$ cat src/rtl/ps2_scancode_filter.sv
// Turns raw PS/2 Set 2 bytes into one-cycle make/break key events, suppressing
// typematic repeats, E0 fake shifts, status bytes and the Pause sequence.
module ps2_scancode_filter #(
    parameter int TIMEOUT_CYCLES = 100000,
    parameter int ALLOW_REPEAT   = 0
) (
    input  logic       clk,
    input  logic       resetn,
    input  logic       ps2_byte_valid,
    input  logic [7:0] ps2_byte,
    output logic       key_valid,
    output logic       key_release,
    output logic [7:0] key_code,
    output logic       key_extended,
    output logic       key_held,
    output logic [7:0] dropped_count
);

    localparam int TW = $clog2(TIMEOUT_CYCLES) + 1;

    typedef enum logic [2:0] {
        IDLE,
        GOT_E0,
        GOT_F0,
        GOT_E0_F0,
        SKIP_PAUSE
    } state_t;

    state_t          state, state_next;
    logic [TW-1:0]   timer, timer_next;
    logic [2:0]      skip, skip_next;
    logic            drop, do_make, do_break, ev_ext;
    logic [7:0]      held_code;
    logic            held_ext;
    logic            held_match, is_status, is_fake_shift;

    assign is_status     = ps2_byte inside {8'h00, 8'hAA, 8'hEE, 8'hFA,
                                            8'hFC, 8'hFD, 8'hFE, 8'hFF};
    assign is_fake_shift = (ps2_byte == 8'h12) || (ps2_byte == 8'h59);
    assign held_match    = key_held && (held_code == ps2_byte) && (held_ext == ev_ext);

    // A byte arriving on the expiry cycle is decoded in the current state.
    always_comb begin
        state_next = state;
        timer_next = timer;
        skip_next  = skip;
        drop       = 1'b0;
        do_make    = 1'b0;
        do_break   = 1'b0;
        ev_ext     = 1'b0;
        if (ps2_byte_valid) begin
            timer_next = '0;
            unique case (state)
                IDLE: begin
                    if (ps2_byte == 8'hE0) begin
                        state_next = GOT_E0;
                    end else if (ps2_byte == 8'hF0) begin
                        state_next = GOT_F0;
                    end else if (ps2_byte == 8'hE1) begin
                        state_next = SKIP_PAUSE;
                        skip_next  = 3'd7;
                    end else if (is_status) begin
                        drop = 1'b1;
                    end else begin
                        do_make = 1'b1;
                    end
                end
                GOT_E0: begin
                    state_next = IDLE;
                    ev_ext     = 1'b1;
                    if (ps2_byte == 8'hF0) begin
                        state_next = GOT_E0_F0;
                    end else if (is_fake_shift) begin
                        drop = 1'b1;
                    end else begin
                        do_make = 1'b1;
                    end
                end
                GOT_F0: begin
                    state_next = IDLE;
                    do_break   = 1'b1;
                end
                GOT_E0_F0: begin
                    state_next = IDLE;
                    ev_ext     = 1'b1;
                    if (is_fake_shift) begin
                        drop = 1'b1;
                    end else begin
                        do_break = 1'b1;
                    end
                end
                SKIP_PAUSE: begin
                    skip_next = skip - 3'd1;
                    if (skip == 3'd1) begin
                        state_next = IDLE;
                        drop       = 1'b1;
                    end
                end
                default: state_next = IDLE;
            endcase
        end else if (state != IDLE) begin
            if (timer == TW'(TIMEOUT_CYCLES - 1)) begin
                state_next = IDLE;
                timer_next = '0;
                drop       = 1'b1;
            end else begin
                timer_next = timer + TW'(1);
            end
        end
    end

    // Registered event outputs; a make matching the held key is a typematic repeat.
    always_ff @(posedge clk) begin
        if (!resetn) begin
            state         <= IDLE;
            timer         <= '0;
            skip          <= '0;
            key_valid     <= 1'b0;
            key_release   <= 1'b0;
            key_code      <= '0;
            key_extended  <= 1'b0;
            key_held      <= 1'b0;
            held_code     <= '0;
            held_ext      <= 1'b0;
            dropped_count <= '0;
        end else begin
            state       <= state_next;
            timer       <= timer_next;
            skip        <= skip_next;
            key_valid   <= 1'b0;
            key_release <= 1'b0;
            if (drop && (dropped_count != 8'hFF)) begin
                dropped_count <= dropped_count + 8'd1;
            end
            if (do_make && !(held_match && (ALLOW_REPEAT == 0))) begin
                key_valid    <= 1'b1;
                key_code     <= ps2_byte;
                key_extended <= ev_ext;
                held_code    <= ps2_byte;
                held_ext     <= ev_ext;
                key_held     <= 1'b1;
            end
            if (do_break) begin
                key_release  <= 1'b1;
                key_code     <= ps2_byte;
                key_extended <= ev_ext;
                if (held_match) begin
                    key_held <= 1'b0;
                end
            end
        end
    end

endmodule

$ cat config.mk
export PLATFORM = sky130hd
export DESIGN_NAME = ps2_scancode_filter
export DESIGN_NICKNAME = d
export VERILOG_FILES = /design/src/rtl/ps2_scancode_filter.sv
export SDC_FILE = /design/constraint.sdc
export NUM_CORES = 1
export LEC_CHECK = 0
export ABC_AREA = 1
export CAP_MARGIN = 40
export CORE_AREA = 2 2 93 95
export CTS_CLUSTER_SIZE = 40
export DETAILED_ROUTE_END_ITERATION = 8
export DIE_AREA = 0 0 95 97
export MAX_ROUTING_LAYER = met4
export PLACE_DENSITY = 0.69
export SYNTH_ARGS = -nofsm -noshare
export SYNTH_HDL_FRONTEND = slang
export SYNTH_SLANG_ARGS = --single-unit
$ cat constraint.sdc
create_clock -name clk -period 1.6 [get_ports clk]
set_input_delay 0.24 -clock clk [delete_from_list [all_inputs] [get_ports clk]]
set_output_delay 0.24 -clock clk [all_outputs]
set_load 0.005 [all_outputs]
==> flow_summary.yaml <==
sta:
  setup_viol: 0
  finalCriticalPeriod_ns: 1.59
  fmax_mhz: 630
  finalCritPeriodShare_pct: 99.2
  hold_violations: 0
  hold_ws_ns: 0.405
  max_slew.worst_pin.slew_ns: 0.449
  rsz0062_at_grt: "true"
  worst_clock_skew_ns: 0.0128
  drv_slew: 0
  slew_headroom_pct: 69.8
worst_setup_path:
  worstPathMaxFanout: 6
  cp_cell_sequence: "inv_2 > nand2_4 > nor2_4 > nand2_2 > nor2_4 > nand2_2 > nand2_4 > nand3_4 > clkbuf_16 > a21oi_4 > nor2_2"
  setup.worst_path.class: "reg -> reg"
  worst_setup_path_start_kind: "flip-flop"
  critPathRequiredTime_ns: 1.83
  cp.arrival_ns: 1.82
  end_kind: "flip-flop"
  r2r-end: "key_code[0]$_SDFFE_PN0P_"
  crit_slowest_cell: "dfxtp_2"
  r2r-start: "state[1]$_SDFFE_PN0P_"
  cp-endpoint: "key_code[0]$_SDFFE_PN0P_"
  slowest_delay_ns: 0.34
  crit_path_start: "state[1]$_SDFFE_PN0P_"
  reg2reg_slack_ns: 0.01
  rr_worst_depth: 11
synth:
  syn_inst: 466
  syn_nets: 481
  synth-seq-cells: 53
  yosys_warnings: 0
  ys_types: 32
  avgSynthCellArea_um2: 6.56
  synth_area_mm2: 0.00306
  yosysSeqAreaShare_pct: 34.7
min_path:
  min_path_type: "in -> reg"
floorplanning:
  die_area_mm2: 0.00922
  ioPinCount: 31
  die_y_um: 97
  initial_core_util_pct: 37.6
  core.rowCount: 33
  core-area_mm2: 0.00813
  die-width_um: 95
global_route:
  grt_pass1_vias: 3257
  track_usage_pct: 19.4
  overflow: 0
  grt_pass1_wl_mm: 14.1
  antenna_found_initial: 0
  grt_max_degree: 18
placed_design:
  place_area_mm2: 0.00391
  io_buffers: 30
  gp_congestion: 0.886
  hpwl_mm: 5.97
clock_tree:
  cts_made_buffers: 5
  cts_root_buf: "clkbuf_8"
  clockBufferDepth: 2
  clkLatencyLatePin_ns: 0.33
  clkTransAtPathRegs_ns: 0.11
  cts.sinks: 53
  htreeDepth: 2
  tritoncts: "yes"
  postCtsHoldBufs: 0
final_layout:
  nets: 584
  final_area_mm2: 0.00446
  final_common_cell: "nand2_1"
  area_growth_pct: 45.9
  drive_above_1_share_pct: 33.0
  layout_common_cells: "nand2_1 (92), buf_4 (69), nor2_1 (59), inv_1 (48), dfxtp_1 (38)"
  antennaDiodeCount: 0
  fillCellCount: 702
drt:
  drtAntennaViolNets: 0
  viasPerCell: 5.07
  initialDrtViolationCount: 168
  routed_wl_mm: 8.94
  remaining_drc_errors: 0
  num_vias: 3421
  post_drt_wl_per_cell_um: 13.2
  dr.pass1.iters: 4
pwr:
  switching_share_pct: 28.6
  powerDensity_mw_per_mm2: 668
  combPwrFrac_pct: 20.3
  peakVddDrop_v: 0.000447
  p_seq_share_pct: 47.2
  intPower_w: 0.00213
  p_sw_w: 0.000853
  p_leak_nw: 1.85
  pwr-share-clk_pct: 32.5
outcome:
  status: "finished clean"
flow_run:
  cap_violations: 0
-- area by class of cell --
type                            count  area, um^2  share of cell area (%)
Timing Repair Buffer              107         952                    21.4
Inverter                           61         231                    5.19
Clock buffer                        5        68.8                    1.54
Clock inverter                      3        43.8                   0.982
Tap cell                          105         131                    2.95
Sequential cell                    53        1090                    24.4
Multi-Input combinational cell    341        1940                    43.5
-- critical path, delay by kind of cell (launching register included) --
| kind | cells | cell delay, ns |
|---|---|---|
| flops | 1 | 0.34 |
| simple gates | 8 | 0.77 |
| compound gates | 1 | 0.11 |
| buf+inv | 2 | 0.28 |
-- through the flow --
| step | utilization (%) | TNS, ns | setup slack (ns) | cells | total power [W] |
|---|---|---|---|---|---|
| 2_1_floorplan | - | 0 | 0.103 | 466 | 0.00171 |
| 3_3_place_gp | 48.0 | -12.80 | -0.424 | 652 | 0.00192 |
| 3_5_place_dp | 48.0 | -14.34 | -0.466 | 652 | 0.00193 |
| 4_1_cts | 51.3 | -0.0381 | -0.0174 | 670 | 0.00294 |
| 5_1_grt | 54.8 | -1.07 | -0.0680 | 675 | 0.00310 |
| 6_report | 54.8 | 0 | 0.0131 | 675 | 0.00298 |
-- synth_stat cells --
| cell type | count | area (um^2) |
|---|---|---|
| o21a_1 | 1 | 7.51 |
| clkinv_1 | 1 | 3.75 |
| nor2_1 | 72 | 270 |
| nand3_2 | 1 | 10.0 |
| nor3_1 | 12 | 60.1 |
| o21ai_0 | 7 | 35.0 |
| nor2_2 | 5 | 31.3 |
| nand2_1 | 107 | 402 |
| nor2_4 | 3 | 33.8 |
| nand4_1 | 19 | 119 |
| a211oi_1 | 2 | 15.0 |
| a21oi_4 | 1 | 16.3 |
| nor4_1 | 4 | 25.0 |
| ha_1 | 4 | 50.1 |
| nand2_2 | 10 | 62.6 |
| o2111ai_1 | 1 | 8.76 |
| o21ai_2 | 1 | 8.76 |
| inv_1 | 56 | 210 |
| o22ai_1 | 3 | 18.8 |
| nand2_4 | 1 | 11.3 |
| o21ai_1 | 1 | 5.00 |
| inv_2 | 4 | 15.0 |
| dfxtp_1 | 53 | 1060 |
| xor2_1 | 6 | 52.6 |
| buf_6 | 4 | 45.0 |
| nand3_1 | 34 | 170 |
| nand3_4 | 2 | 35.0 |
| xnor2_1 | 5 | 43.8 |
| a221oi_1 | 1 | 8.76 |
| clkbuf_1 | 4 | 15.0 |
| buf_2 | 4 | 20.0 |
| a21oi_1 | 37 | 185 |
-- logic make-up after synthesis --
logic type / after synthesis / share of synthesized area [%]
adders and majority gates: 4 / 1.64
DFF: 53 / 34.7
buffers and inverters: 73 / 10.1
and+or+nand+nor: 270 / 40.3
AOI/OAI and AO/OA: 55 / 10.1
xor gates and xnor gates: 11 / 3.15
-- worst min path at each step --
stage	slack (ns)	start	to	depth (start not counted)
2_1_floorplan	0.37	ps2_byte[1]	key_code[1]$_SDFFE_PN0P_	2
3_3_place_gp	0.46	held_code[4]$_SDFFE_PN0P_	held_code[4]$_SDFFE_PN0P_	2
3_5_place_dp	0.47	held_code[4]$_SDFFE_PN0P_	held_code[4]$_SDFFE_PN0P_	2
4_1_cts	0.45	ps2_byte[3]	key_code[3]$_SDFFE_PN0P_	4
5_1_grt	0.41	ps2_byte[0]	key_code[0]$_SDFFE_PN0P_	4
6_report	0.40	ps2_byte[0]	key_code[0]$_SDFFE_PN0P_	4
-- sequential cells by signal (all words and copies together), names as in the netlist --
name and cells:
key_extended 1, dropped_count 8, held_code 8, key_code 8
state 3, skip 3, key_held 1, key_release 1
timer 18, held_ext 1, key_valid 1
-- power by group through the flow --
stage               registers (W)  logic, W  clock network, W
floorplan                 0.00144  0.000277                 0
global placement          0.00143  0.000485                 0
detailed placement        0.00144  0.000496                 0
CTS                       0.00141  0.000533          0.000994
global route              0.00141  0.000658           0.00103
finish                    0.00141  0.000604          0.000970
-- layer usage --
layer / part of all wire [%] / routed length, um / GRT usage (%) / vias up
li1: - / - / - / 1711
met1: 43 / 3890 / 23.2 / 1623
met2: 51 / 4560 / 32.6 / 70
met3: 3.1 / 274 / 3.58 / 17
met4: 2.4 / 216 / 6.58 / 0
met5: 0 / 0 / - / -
-- timing repair --
| item | in CTS | in global routing |
|---|---|---|
| pin swaps | 15 | 20 |
| cloned | 2 | 1 |
| endpoints found under the setup margin | 40 | 49 |
| setup buffers | 8 | 4 |
| resized for setup | 35 | 75 |
Note: power is estimated with default switching activity, not from simulation.
